File: src/rtl/store_formatter.sv
// store_formatter
//   Store-path data formatter. Takes one store request (address, up to 64-bit
//   data, access size) and emits one or two word-wide write beats with byte
//   enables. Doublewords always split into two beats; word-crossing half/word
//   stores split into two beats when misaligned support is built in.
//
//   Build option: MISALIGN_SPLIT_EN
//     defined   - half/word stores at any byte offset are legal
//     undefined - natural alignment required, misaligned half/word -> err
//
//   Ports
//     CLK, CLR         clock (rising edge), async active-low reset
//     req_valid/ready  store request handshake (ready only in IDLE)
//     addr, D          store byte address and data
//     dataSize         00 byte, 01 half, 10 word, 11 doubleword
//     mem_valid/ready  write beat handshake
//     mem_addr         word-aligned beat address
//     mem_data, mem_be beat data and byte enables (unused lanes drive 0)
//     mem_last         final beat of the request
//     err              one-cycle pulse for a rejected (misaligned) request
//
//   state  | meaning
//   IDLE   | ready for a request
//   BEAT0  | first (or only) beat presented
//   BEAT1  | second beat presented
//   ERR    | err pulse, no beats issued
module store_formatter #(
    parameter int ADDR_W = 32
) (
    input  logic              CLK,
    input  logic              CLR,
    input  logic              req_valid,
    output logic              req_ready,
    input  logic [ADDR_W-1:0] addr,
    input  logic [63:0]       D,
    input  logic [1:0]        dataSize,
    output logic              mem_valid,
    input  logic              mem_ready,
    output logic [ADDR_W-1:0] mem_addr,
    output logic [31:0]       mem_data,
    output logic [3:0]        mem_be,
    output logic              mem_last,
    output logic              err
);

    typedef enum logic [1:0] {ST_IDLE, ST_BEAT0, ST_BEAT1, ST_ERR} state_t;

    state_t            r_state, w_state_nxt;
    logic [ADDR_W-1:0] r_b1_addr;
    logic [31:0]       r_b1_data;
    logic [3:0]        r_b1_be;
    logic              r_has_b1;

    logic              w_ready_nxt, w_valid_nxt, w_last_nxt, w_err_nxt;
    logic [ADDR_W-1:0] w_addr_nxt, w_b1_addr_nxt;
    logic [31:0]       w_data_nxt, w_b1_data_nxt;
    logic [3:0]        w_be_nxt, w_b1_be_nxt;
    logic              w_has_b1_nxt;

    // Request decode, evaluated on the incoming request fields
    logic [3:0]        w_sz_msk;
    logic [63:0]       w_lane_data;
    logic [7:0]        w_lane_be;
    logic              w_is_dw, w_illegal;
    logic [ADDR_W-1:0] w_base;
    logic [31:0]       w_req_b0_data, w_req_b1_data;
    logic [3:0]        w_req_b0_be, w_req_b1_be;
    logic              w_req_has_b1;

    function automatic logic [31:0] be2mask(input logic [3:0] be);
        logic [31:0] m;
        for (int i = 0; i < 4; i++) m[8*i +: 8] = {8{be[i]}};
        return m;
    endfunction

    always_comb begin
        case (dataSize)
            2'b00:   w_sz_msk = 4'b0001;
            2'b01:   w_sz_msk = 4'b0011;
            default: w_sz_msk = 4'b1111;
        endcase
        w_is_dw     = (dataSize == 2'b11);
        w_lane_data = {32'b0, D[31:0]} << {addr[1:0], 3'b000};
        w_lane_be   = {4'b0, w_sz_msk} << addr[1:0];
        w_base      = {addr[ADDR_W-1:2], 2'b00};

        if (w_is_dw) begin
            w_req_b0_data = D[31:0];
            w_req_b1_data = D[63:32];
            w_req_b0_be   = 4'b1111;
            w_req_b1_be   = 4'b1111;
            w_req_has_b1  = 1'b1;
        end else begin
            // Bytes of D beyond the access size must not leak into lanes
            w_req_b0_data = w_lane_data[31:0]  & be2mask(w_lane_be[3:0]);
            w_req_b1_data = w_lane_data[63:32] & be2mask(w_lane_be[7:4]);
            w_req_b0_be   = w_lane_be[3:0];
            w_req_b1_be   = w_lane_be[7:4];
            w_req_has_b1  = |w_lane_be[7:4];
        end

`ifdef MISALIGN_SPLIT_EN
        w_illegal = w_is_dw && (addr[1:0] != 2'b00);
`else
        w_illegal = (w_is_dw && (addr[1:0] != 2'b00))
                 || ((dataSize == 2'b01) && addr[0])
                 || ((dataSize == 2'b10) && (addr[1:0] != 2'b00));
`endif
    end

    always_comb begin
        w_state_nxt   = r_state;
        w_ready_nxt   = req_ready;
        w_valid_nxt   = mem_valid;
        w_addr_nxt    = mem_addr;
        w_data_nxt    = mem_data;
        w_be_nxt      = mem_be;
        w_last_nxt    = mem_last;
        w_err_nxt     = 1'b0;
        w_b1_addr_nxt = r_b1_addr;
        w_b1_data_nxt = r_b1_data;
        w_b1_be_nxt   = r_b1_be;
        w_has_b1_nxt  = r_has_b1;

        case (r_state)
            ST_IDLE: begin
                if (req_valid) begin
                    w_ready_nxt = 1'b0;
                    if (w_illegal) begin
                        w_state_nxt = ST_ERR;
                        w_err_nxt   = 1'b1;
                    end else begin
                        w_state_nxt   = ST_BEAT0;
                        w_valid_nxt   = 1'b1;
                        w_addr_nxt    = w_base;
                        w_data_nxt    = w_req_b0_data;
                        w_be_nxt      = w_req_b0_be;
                        w_last_nxt    = !w_req_has_b1;
                        w_b1_addr_nxt = w_base + ADDR_W'(4);   // wraps naturally
                        w_b1_data_nxt = w_req_b1_data;
                        w_b1_be_nxt   = w_req_b1_be;
                        w_has_b1_nxt  = w_req_has_b1;
                    end
                end
            end
            ST_BEAT0: begin
                if (mem_ready) begin
                    if (r_has_b1) begin
                        w_state_nxt = ST_BEAT1;
                        w_addr_nxt  = r_b1_addr;
                        w_data_nxt  = r_b1_data;
                        w_be_nxt    = r_b1_be;
                        w_last_nxt  = 1'b1;
                    end else begin
                        w_state_nxt = ST_IDLE;
                        w_ready_nxt = 1'b1;
                        w_valid_nxt = 1'b0;
                        w_addr_nxt  = '0;
                        w_data_nxt  = '0;
                        w_be_nxt    = '0;
                        w_last_nxt  = 1'b0;
                    end
                end
            end
            ST_BEAT1: begin
                if (mem_ready) begin
                    w_state_nxt = ST_IDLE;
                    w_ready_nxt = 1'b1;
                    w_valid_nxt = 1'b0;
                    w_addr_nxt  = '0;
                    w_data_nxt  = '0;
                    w_be_nxt    = '0;
                    w_last_nxt  = 1'b0;
                end
            end
            default: begin
                w_state_nxt = ST_IDLE;
                w_ready_nxt = 1'b1;
            end
        endcase
    end

    always_ff @(posedge CLK or negedge CLR) begin
        if (!CLR) begin
            r_state   <= ST_IDLE;
            req_ready <= 1'b1;
            mem_valid <= 1'b0;
            mem_addr  <= '0;
            mem_data  <= '0;
            mem_be    <= '0;
            mem_last  <= 1'b0;
            err       <= 1'b0;
            r_b1_addr <= '0;
            r_b1_data <= '0;
            r_b1_be   <= '0;
            r_has_b1  <= 1'b0;
        end else begin
            r_state   <= w_state_nxt;
            req_ready <= w_ready_nxt;
            mem_valid <= w_valid_nxt;
            mem_addr  <= w_addr_nxt;
            mem_data  <= w_data_nxt;
            mem_be    <= w_be_nxt;
            mem_last  <= w_last_nxt;
            err       <= w_err_nxt;
            r_b1_addr <= w_b1_addr_nxt;
            r_b1_data <= w_b1_data_nxt;
            r_b1_be   <= w_b1_be_nxt;
            r_has_b1  <= w_has_b1_nxt;
        end
    end

endmodule

File: config.mk
export PLATFORM = sky130hd
export DESIGN_NAME = store_formatter
export DESIGN_NICKNAME = d
export VERILOG_FILES = /design/src/rtl/store_formatter.sv
export SDC_FILE = /design/constraint.sdc
export NUM_CORES = 1
export LEC_CHECK = 0
export ABC_AREA = 1
export CORE_ASPECT_RATIO = 1.1
export CORE_UTILIZATION = 45
export CTS_BUF_LIST = sky130_fd_sc_hd__clkbuf_8
export CTS_CLUSTER_DIAMETER = 60
export CTS_CLUSTER_SIZE = 30
export DETAILED_ROUTE_END_ITERATION = 8
export PLACE_DENSITY = 0.78
export SETUP_SLACK_MARGIN = 0.1
export SKIP_CTS_REPAIR_TIMING = 1
export SLEW_MARGIN = 25
export SYNTH_ARGS = -nofsm -noshare
export SYNTH_HDL_FRONTEND = slang
export SYNTH_SLANG_ARGS = --single-unit
File: constraint.sdc
create_clock -name CLK -period 2.28 [get_ports CLK]
set_clock_uncertainty 0.2 [all_clocks]
set_input_delay 0.228 -clock CLK [delete_from_list [all_inputs] [get_ports CLK]]
set_output_delay 0.228 -clock CLK [all_outputs]
set_load 0.01 [all_outputs]
==> qor.csv <==
metric,value,unit
Core ar.,17300,µm²
Final Cycle Share,0.906,
root buffer cell,clkbuf_8,
Final ANT Viol Nets,0,
fin. max-slew vios,0,
P_leak,5.16,nW
Worst setup EP type,flop,
RD Place Congestion,0.933,
P&R area growth vs syn,30.7,%
Pre-antenna DRT Iters,5,
die area,18400,µm²
pre-CTS setup slack,0.0247,ns
CP Launch Type,flop,
setup TNS,0,ns
initial antenna violation count,0,
outcome,finished clean,
initial core utilization,0.465,
setup violators final,0,
# fillers,1626,
Worst Reg2Reg Path Length in Cells,7,
grt ovf,0,
H-tree levels,4,
relative slew slack,0.659,
Peak VDD IR,0.000755,V
vias post-DR,8149,
Synth Instances,1176,
overall power,12.2,mW
port bufs,171,
reg2reg setup slack,0.21,ns
clk buf depth,2,
Post-Syn Area,8030,µm²
"Distinct cells, synth",34,
chip width,129,µm
first-pass GRT wire length,39200,µm
final cell count without fillers,1594,
Crit path arrival time,2.24,ns
I/O pins,174,
vias in the first global route,7795,
Hold/Removal Path Class,primary input to asynchronous set/reset pin,
Pwr Density,1170,nW/µm²
Post-DP Area,10000,µm²
Vias/cell,5.11,
Placed Cells incl. Taps,1561,
Async SR Flop Fraction,1.00,
setup ws final,0.214,ns
total track usage,0.277,
# clock sinks,139,
worst-margin pin slew,0.511,ns
Register Area,3480,µm²
Synth warnings,0,
largest net degree at the start of global routing,64,
Min Hold Slack,0.0868,ns
syn avg cell area,6.83,µm²
DR iter-0 viols,620,
Max Fclk,484,MHz
"Seq/Total Area, Yosys",0.433,
CTS tree,yes,
Skew-Pair Late Insertion Delay,0.45,ns
DR WL/cell,15.4,µm
Worst Path Max Fanout,63,
FP Rows,50,
"flops & latches, synth",139,
share of layout cells above drive strength 1,0.0699,
"Primary FF master, synth",dfrtp_1,
Die Span Y,142,µm
area of the multi-input gates,3710,µm²
Post-synth EDFFs,0,
Critical Path RT,2.45,ns
"CTS clk-pin slew, worst paths",0.08,ns
Residual DRC,0,
most frequent cells in the layout,"459 x nand2_1, 170 x clkdlybuf4s50_1, 138 x dfrtp_1",
RSZ-0062 raised after global routing,false,
MaxCap Viol Count,0,
Setup CP Type,flop to flop,
endpoints failing hold,0,
"commonest non-fill, non-tap cell in the layout",nand2_1,
Final Util,0.608,
CTS Buf Count,17,
post-layout minimum cycle time,2.07,ns
final instance area,10500,µm²
layout net count,1453,
final wirelength,24500,µm
Ant. Diodes,0,
DP Wirelength,17900,µm
==> cell type report <==
class / count / area share
clock buffer: 20 / 0.0262
sequential: 139 / 0.332
clock inverter: 12 / 0.0132
multi-input combinational: 859 / 0.354
inverter: 120 / 0.0439
tap: 234 / 0.0279
timing repair buffer: 210 / 0.203
==> cell usage after synthesis, types with 2 or more instances <==
cell type / number / share of area
nor2_2: 5 / 0.0039
or2_2: 2 / 0.0016
nand2_1: 459 / 0.21
o21bai_1: 3 / 0.0028
nand4_1: 2 / 0.0016
inv_1: 115 / 0.054
clkbuf_1: 20 / 0.0094
nor2_4: 2 / 0.0028
o21ai_0: 67 / 0.042
dfrtp_1: 138 / 0.43
a31oi_1: 2 / 0.0016
o21ai_2: 6 / 0.0065
inv_4: 2 / 0.0016
buf_1: 4 / 0.0019
a21oi_1: 33 / 0.021
ha_1: 4 / 0.0062
o21ai_1: 18 / 0.011
buf_6: 13 / 0.018
buf_8: 2 / 0.0037
buf_2: 15 / 0.0094
nor2_1: 128 / 0.060
buf_4: 5 / 0.0047
nand3_2: 2 / 0.0025
nand3_1: 103 / 0.064
o22ai_1: 10 / 0.0078
xor2_1: 8 / 0.0087
==> critical path, stage by stage, from the launching register on <==
cell	delay [ns]
dfrtp_1	0.42
inv_1	0.09
ha_1	0.28
nand2_1	0.15
nor2_4	0.26
buf_12	0.30
nand3_1	0.14
o21ai_0	0.10
==> where the power goes <==
part | internal [mW] | switching, mW
registers | 3.60 | 0.548
clock network | 1.07 | 1.02
logic | 2.46 | 3.54
==> routing by layer <==
| layer | wire [µm] | track usage | share of wire | vias up |
|---|---|---|---|---|
| met5 | 0 | 0 | 0 | - |
| met3 | 1610 | 0.0560 | 0.066 | 46 |
| met2 | 11700 | 0.458 | 0.48 | 312 |
| met1 | 10500 | 0.355 | 0.43 | 3808 |
| li1 | - | - | - | 3983 |
| met4 | 697 | 0.110 | 0.028 | 0 |
==> kinds of logic (layout without fill, tap and decap cells) <==
logic type	after synthesis	count (layout)	synth area share
fa+ha+maj	4	4	0.00623
buf+inv	179	362	0.105
other cells	1	2	0.000467
xor+xnor	8	8	0.00873
flops	139	139	0.433
compound gates	139	139	0.0923
simple gates	706	706	0.354
==> worst paths after layout <==
kind	start	endpoint
setup / recovery	r_state[1]$_DFFE_PN0P_	r_b1_data[19]$_DFFE_PN0P_
setup reg to reg	r_state[1]$_DFFE_PN0P_	r_b1_data[19]$_DFFE_PN0P_
min in group CLK	D[62]	r_b1_data[30]$_DFFE_PN0P_
hold / removal	CLR	mem_addr[31]$_DFFE_PN0P_
hold reg to reg	mem_addr[23]$_DFFE_PN0P_	mem_addr[23]$_DFFE_PN0P_
max in group asynchronous	CLR	mem_data[27]$_DFFE_PN0P_
==> flip-flops by register name (all words and copies together) (netlist names) <==
name	flops
err	1
mem_addr	30
mem_be	4
mem_data	32
mem_last	1
mem_valid	1
r_b1_addr	30
r_b1_be	4
r_b1_data	32
r_has_b1	1
r_state	2
req_ready	1
Note: power is estimated with default switching activity, not from simulation.
